**src/rtl/branch_resolve_bht.sv**
```systemverilog
// Branch resolution unit: resolves control transfers in EX from ALU flags, trains a
// table of 2-bit saturating counters for fetch prediction, and redirects fetch on mispredict.
module branch_resolve_bht #(
  parameter int         XLEN         = 32,
  parameter int         BHT_ENTRIES  = 64,
  parameter logic [1:0] CTR_INIT     = 2'b01,
  parameter int         FLUSH_CYCLES = 2,
  parameter int         CNT_W        = 32
) (
  input  logic             clk,
  input  logic             rst,
  input  logic             pred_valid,
  input  logic [XLEN-1:0]  pred_pc,
  output logic             pred_taken,
  input  logic             res_valid,
  input  logic [XLEN-1:0]  res_pc,
  input  logic [6:0]       res_opcode,
  input  logic [2:0]       res_funct3,
  input  logic             res_cf,
  input  logic             res_zf,
  input  logic             res_of,
  input  logic             res_sf,
  input  logic             res_pred_taken,
  input  logic [XLEN-1:0]  res_target,
  output logic             redirect,
  output logic [XLEN-1:0]  redirect_pc,
  output logic             flush,
  output logic [CNT_W-1:0] branch_cnt,
  output logic [CNT_W-1:0] mispred_cnt
);

  localparam int IDX_W = $clog2(BHT_ENTRIES);
  localparam int FL_W  = $clog2(FLUSH_CYCLES + 1);

  localparam logic [6:0] OP_JAL    = 7'b1101111;
  localparam logic [6:0] OP_JALR   = 7'b1100111;
  localparam logic [6:0] OP_BRANCH = 7'b1100011;

  typedef enum logic {RUN, FLUSH} state_t;

  state_t          state, state_nxt;
  logic [FL_W-1:0] fl_cnt, fl_cnt_nxt;
  logic [1:0]      ctr [BHT_ENTRIES];

  logic [IDX_W-1:0] pred_idx, res_idx;
  logic             accept, is_jump, is_cond, cond_true, taken;
  logic             counted, update, mispredict;
  logic             unused_pred_pc_bits;

  assign pred_idx = pred_pc[IDX_W+1:2];
  assign res_idx  = res_pc[IDX_W+1:2];
  assign unused_pred_pc_bits = ^{pred_pc[XLEN-1:IDX_W+2], pred_pc[1:0]};

  // Outcome decode; funct3 010/011 are not branches and fall out of is_cond.
  always_comb begin
    cond_true = 1'b0;
    case (res_funct3)
      3'b000:  cond_true = res_zf;
      3'b001:  cond_true = ~res_zf;
      3'b100:  cond_true = (res_sf != res_of);
      3'b101:  cond_true = (res_sf == res_of);
      3'b110:  cond_true = ~res_cf;
      3'b111:  cond_true = res_cf;
      default: cond_true = 1'b0;
    endcase
  end

  assign accept     = res_valid && (state == RUN);
  assign is_jump    = (res_opcode == OP_JAL) || (res_opcode == OP_JALR);
  assign is_cond    = (res_opcode == OP_BRANCH) && (res_funct3[2:1] != 2'b01);
  assign taken      = is_jump || (is_cond && cond_true);
  assign counted    = accept && (is_jump || is_cond);
  assign update     = accept && is_cond;
  assign mispredict = counted && (taken != res_pred_taken);

  // NOTE: the counter table must come out of reset at CTR_INIT, so it is built from
  // resettable flops rather than a RAM macro; every sequential block uses <= only.
  always_ff @(posedge clk) begin
    if (rst) begin
      for (int i = 0; i < BHT_ENTRIES; i++) ctr[i] <= CTR_INIT;
    end else if (update) begin
      if (taken && ctr[res_idx] != 2'b11)
        ctr[res_idx] <= ctr[res_idx] + 2'd1;
      else if (!taken && ctr[res_idx] != 2'b00)
        ctr[res_idx] <= ctr[res_idx] - 2'd1;
    end
  end

  // Reads the table before this edge's update, giving the pre-update value on a collision.
  always_ff @(posedge clk) begin
    if (rst) pred_taken <= 1'b0;
    else     pred_taken <= pred_valid && ctr[pred_idx][1];
  end

  always_ff @(posedge clk) begin
    if (rst) begin
      redirect    <= 1'b0;
      redirect_pc <= '0;
      branch_cnt  <= '0;
      mispred_cnt <= '0;
    end else begin
      redirect <= mispredict;
      if (mispredict) begin
        redirect_pc <= taken ? res_target : res_pc + XLEN'(4);
        mispred_cnt <= mispred_cnt + CNT_W'(1);
      end
      if (counted) branch_cnt <= branch_cnt + CNT_W'(1);
    end
  end

  always_ff @(posedge clk) begin
    if (rst) begin
      state  <= RUN;
      fl_cnt <= '0;
    end else begin
      state  <= state_nxt;
      fl_cnt <= fl_cnt_nxt;
    end
  end

  // NOTE: defaults first so no path through this block can infer a latch.
  always_comb begin
    state_nxt  = state;
    fl_cnt_nxt = fl_cnt;
    case (state)
      RUN: begin
        if (mispredict) begin
          state_nxt  = FLUSH;
          fl_cnt_nxt = FL_W'(FLUSH_CYCLES - 1);
        end
      end
      FLUSH: begin
        if (fl_cnt == '0) state_nxt = RUN;
        else              fl_cnt_nxt = fl_cnt - FL_W'(1);
      end
      default: state_nxt = RUN;
    endcase
  end

  assign flush = (state == FLUSH);

endmodule

```
**config.mk**
```make
export PLATFORM = sky130hd
export DESIGN_NAME = branch_resolve_bht
export DESIGN_NICKNAME = d
export VERILOG_FILES = /design/src/rtl/branch_resolve_bht.sv
export SDC_FILE = /design/constraint.sdc
export NUM_CORES = 1
export LEC_CHECK = 0
export ABC_AREA = 1
export CAP_MARGIN = 10
export CORE_ASPECT_RATIO = 1.2
export CORE_UTILIZATION = 50
export CTS_CLUSTER_SIZE = 40
export DETAILED_ROUTE_END_ITERATION = 10
export GPL_ROUTABILITY_DRIVEN = 0
export PLACE_DENSITY = 0.75
export SLEW_MARGIN = 20
export SYNTH_ARGS = -nofsm -noshare
export SYNTH_HDL_FRONTEND = slang
export SYNTH_SLANG_ARGS = --single-unit
```
**constraint.sdc**
```tcl
create_clock -name clk -period 3.4 [get_ports clk]
set_clock_uncertainty 0.05 [all_clocks]
set_input_delay 0.51 -clock clk [delete_from_list [all_inputs] [get_ports clk]]
set_output_delay 0.51 -clock clk [all_outputs]
set_load 0.02 [all_outputs]
```
==> results.rst <==
.. list-table::
   :header-rows: 1

   * - Metric
     - Value
   * - Clock input transition at the sequential cells of the worst setup and hold paths
     - 0.06 ns
   * - Synth area leaders
     - sky130_fd_sc_hd__edfxtp_1, sky130_fd_sc_hd__nand2_1, sky130_fd_sc_hd__dfxtp_1, sky130_fd_sc_hd__nor2_1, sky130_fd_sc_hd__nand3_1
   * - Reg-to-reg critical path startpoint
     - ctr[29][1]
   * - Async set-reset flop share out of synthesis
     - 0%
   * - Insertion delay to the later sink of the worst-skew pair
     - 0.52 ns
   * - Cell at the root of the clock tree
     - sky130_fd_sc_hd__clkbuf_16
   * - DRC violation count after routing
     - 0
   * - Final antenna-violating net count
     - 0
   * - Number of synthesis warnings
     - 0
   * - Upper clock frequency limit
     - 0.3583 GHz
   * - Most instantiated cells after synthesis
     - sky130_fd_sc_hd__nand2_1, sky130_fd_sc_hd__nor2_1, sky130_fd_sc_hd__edfxtp_1
   * - Average footprint of a synthesized cell
     - 7.091 µm²
   * - Number of buffers added to fix hold violations after cts
     - 0
   * - Final slew viol count
     - 0
   * - Initial Utilization
     - 51.48%
   * - Most used standard cell by instance count after synthesis
     - sky130_fd_sc_hd__nand2_1
   * - CTS tree
     - done
   * - Slack of the critical path
     - 0.6090 ns
   * - Post-detail-place hpwl
     - 27.18 mm
   * - MaxCap Viol Count
     - 0
   * - Leakage power total
     - 6.283 nW
   * - Pin count of the biggest net entering global routing
     - 73
   * - Number of rows in the core area
     - 64
   * - Critical hold path startpoint
     - redirect_pc[29]
   * - Portion of the post-synthesis area used by sequential elements
     - 44.18%
   * - Die outline width
     - 150.7 µm
   * - Arrival time at the worst endpoint
     - 2.97 ns
   * - Final net count
     - 2143
   * - Via count of the first global-routing pass
     - 12600
   * - Required time of the critical path
     - 3.57 ns
   * - GRT Resource Usage Total
     - 28.99%
   * - Final critical path time including I/O delays and setup
     - 2.791 ns
   * - Cell type with the largest total area after synthesis
     - sky130_fd_sc_hd__edfxtp_1
   * - Number of vias per cell after detailed routing
     - 5.674
   * - Relative slew slack
     - 45.77%
   * - Share of the synthesized area in the top cell type
     - 28.95%
   * - Clock buffer count from CTS
     - 24
   * - Capturing instance or port of the critical path
     - ctr[34][0]
   * - Post-route core utilization
     - 63.84%
   * - Core Region
     - 0.02578 mm²
   * - Routed wire length per instance
     - 16.82 µm
   * - Element type at the critical path start
     - primary input
   * - Fraction of final layout cells with drive strength greater than 1
     - 6.024%
   * - VDD IR max
     - 0.2914 mV
   * - Number of instances in the synthesized netlist
     - 1872
   * - Post-cts gate resize count
     - 0
   * - Post-route design area
     - 0.01646 mm²
   * - Total routed wirelength
     - 39.92 mm
   * - Type of destination of the critical path
     - flip-flop
   * - Cell count of the worst reg-to-reg path
     - 16
   * - Outcome
     - complete, no violations
   * - Capturing point of the worst reg2reg path
     - ctr[34][0]
   * - Post-synth net total
     - 1991
   * - Crit Path Max Fanout
     - 54
   * - H-tree levels
     - 1
   * - Critical path launch point
     - res_pc[3]
   * - Initial antenna violation count
     - 1
   * - Io pins
     - 214
   * - Die Outline Area
     - 0.02721 mm²
   * - Buffer levels on the longest clock path
     - 3
   * - Number of sinks on the clock net
     - 229
   * - Setup repair bufs after CTS
     - 0
   * - Pin slew with the least headroom to its limit
     - 0.8060 ns
   * - Final hold vios
     - 0
   * - Worst hold slack after final layout
     - 0.4115 ns
   * - Number of flops mapped to enable cells by yosys
     - 128
   * - Via count
     - 13470
   * - Congestion Overflow GR
     - 0
   * - Signed area change from the synthesized netlist to the final layout
     - 24.01%
   * - Power density cells
     - 382.7 mW/mm²
   * - Post-detailed-placement cell area
     - 0.01569 mm²
   * - Most used flip-flop cell after synthesis
     - sky130_fd_sc_hd__edfxtp_1
   * - Final-report setup violation count
     - 0
   * - Number of different library cells in the post-synthesis netlist
     - 38
   * - DRT iter0 DRCs
     - 976
   * - TritonRoute pass-1 iters
     - 6
   * - Vertical extent of the die
     - 180.5 µm
   * - Setup repair after global routing missed its margin
     - false
   * - Register bit count reported by yosys
     - 229
   * - Fin crit share
     - 82.09%
   * - Setup WS pre-CTS
     - 0.1017 ns
   * - Global-route wire length before repair
     - 62.56 mm
   * - Setup CP Type
     - primary input to flip-flop
   * - Setup slack of the most critical reg-to-reg path
     - 0.97 ns
   * - Count of port buffers added during placement
     - 187
   * - Hold/Removal Path Class
     - flip-flop to flip-flop
   * - Setup TNS
     - 0 ns
   * - Area of the mapped netlist
     - 0.01328 mm²
-- per-layer routing --
metal  track usage, %  vias up  part of all wire (%)
met3            4.532      100                   8.3
met4            10.84        0                   3.8
li1                 -     6536                     -
met5                0        -                     0
met2            52.31      571                    50
met1            33.98     6258                    38
-- placed cells by master, fill, tap and decap left out, types with 3 or more instances in the layout --
cell type and count:
sky130_fd_sc_hd__edfxtp_1 128, sky130_fd_sc_hd__o221ai_1 10, sky130_fd_sc_hd__clkinv_1 5, sky130_fd_sc_hd__buf_12 13, sky130_fd_sc_hd__dfxtp_1 101, sky130_fd_sc_hd__or2_2 4, sky130_fd_sc_hd__ha_1 4, sky130_fd_sc_hd__nor3b_1 3
sky130_fd_sc_hd__nor2_1 192, sky130_fd_sc_hd__o21ai_0 98, sky130_fd_sc_hd__clkdlybuf4s50_1 185, sky130_fd_sc_hd__a31oi_1 8, sky130_fd_sc_hd__nand2_1 674, sky130_fd_sc_hd__nor3_2 12, sky130_fd_sc_hd__clkbuf_8 3, sky130_fd_sc_hd__nor3_1 42
sky130_fd_sc_hd__clkinv_2 4, sky130_fd_sc_hd__nor4_1 10, sky130_fd_sc_hd__o21a_1 3, sky130_fd_sc_hd__xor2_1 37, sky130_fd_sc_hd__xnor2_1 13, sky130_fd_sc_hd__o22ai_1 4, sky130_fd_sc_hd__clkbuf_1 8, sky130_fd_sc_hd__nand3_1 115
sky130_fd_sc_hd__buf_4 48, sky130_fd_sc_hd__nand4_1 89, sky130_fd_sc_hd__a21oi_1 94, sky130_fd_sc_hd__clkbuf_16 25, sky130_fd_sc_hd__inv_1 88
-- registers in the layout (all words and copies together) (netlist names) --
name / flops
redirect_pc: 32
ctr: 128
fl_cnt: 2
pred_taken: 1
mispred_cnt: 32
branch_cnt: 32
redirect: 1
flush: 1
-- layout make-up --
class / instances / area [µm²]
well taps: 330 / 412.9
clock buffers: 38 / 706.9
diodes: 1 / 2.502
flip-flops and latches: 229 / 5866
repair buffers: 248 / 2482
fillers: 2313 / 9323
inverters: 95 / 357.8
clock inverters: 6 / 60.06
multi-input cells: 1426 / 6574
-- power by group --
group	leakage [nW]	internal, mW	switching (mW)	total, mW
Clock	0.374	1.50	1.08	2.58
Combinational	3.99	0.267	0.496	0.763
Sequential	1.91	2.94	0.0162	2.96
Total	6.28	4.71	1.59	6.30
-- critical path, cell delays in order --
cell,delay [ns]
sky130_fd_sc_hd__clkdlybuf4s50_1,0.52
sky130_fd_sc_hd__clkinv_1,0.12
sky130_fd_sc_hd__buf_12,0.19
sky130_fd_sc_hd__nand2_1,0.09
sky130_fd_sc_hd__nand2_1,0.06
sky130_fd_sc_hd__nand2_1,0.06
sky130_fd_sc_hd__nand2_1,0.07
sky130_fd_sc_hd__nand2_1,0.06
sky130_fd_sc_hd__nand2_1,0.10
sky130_fd_sc_hd__nor2_1,0.18
sky130_fd_sc_hd__nand2_2,0.13
sky130_fd_sc_hd__nand2_1,0.11
sky130_fd_sc_hd__nand2_1,0.09
sky130_fd_sc_hd__nand2_4,0.12
sky130_fd_sc_hd__buf_12,0.23
sky130_fd_sc_hd__nand3_1,0.15
sky130_fd_sc_hd__nand2_1,0.12
-- stage by stage --
stage | instances | total power [mW]
floorplan | 1872 | 3.440
global placement | 2328 | 3.758
detailed placement | 2328 | 3.772
CTS | 2372 | 6.323
global route | 2373 | 6.508
finish | 2373 | 6.300
-- kinds of logic after synthesis --
logic type | after synthesis | share of synthesized area [%]
fa+ha+maj | 4 | 0.3770
flops | 229 | 44.18
simple gates | 1150 | 36.47
compound gates | 222 | 8.935
buf+inv | 217 | 6.729
xor+xnor | 50 | 3.299
-- how the worst min path moves through the flow --
stage | cells past startpoint | slack, ns | end
floorplan | 2 | 0.41 | fl_cnt[1]
global placement | 2 | 0.40 | redirect_pc[28]
detailed placement | 2 | 0.41 | redirect_pc[8]
CTS | 2 | 0.42 | redirect_pc[29]
global route | 2 | 0.44 | redirect_pc[29]
finish | 2 | 0.41 | redirect_pc[29]
(Power assumes the default switching activity.)
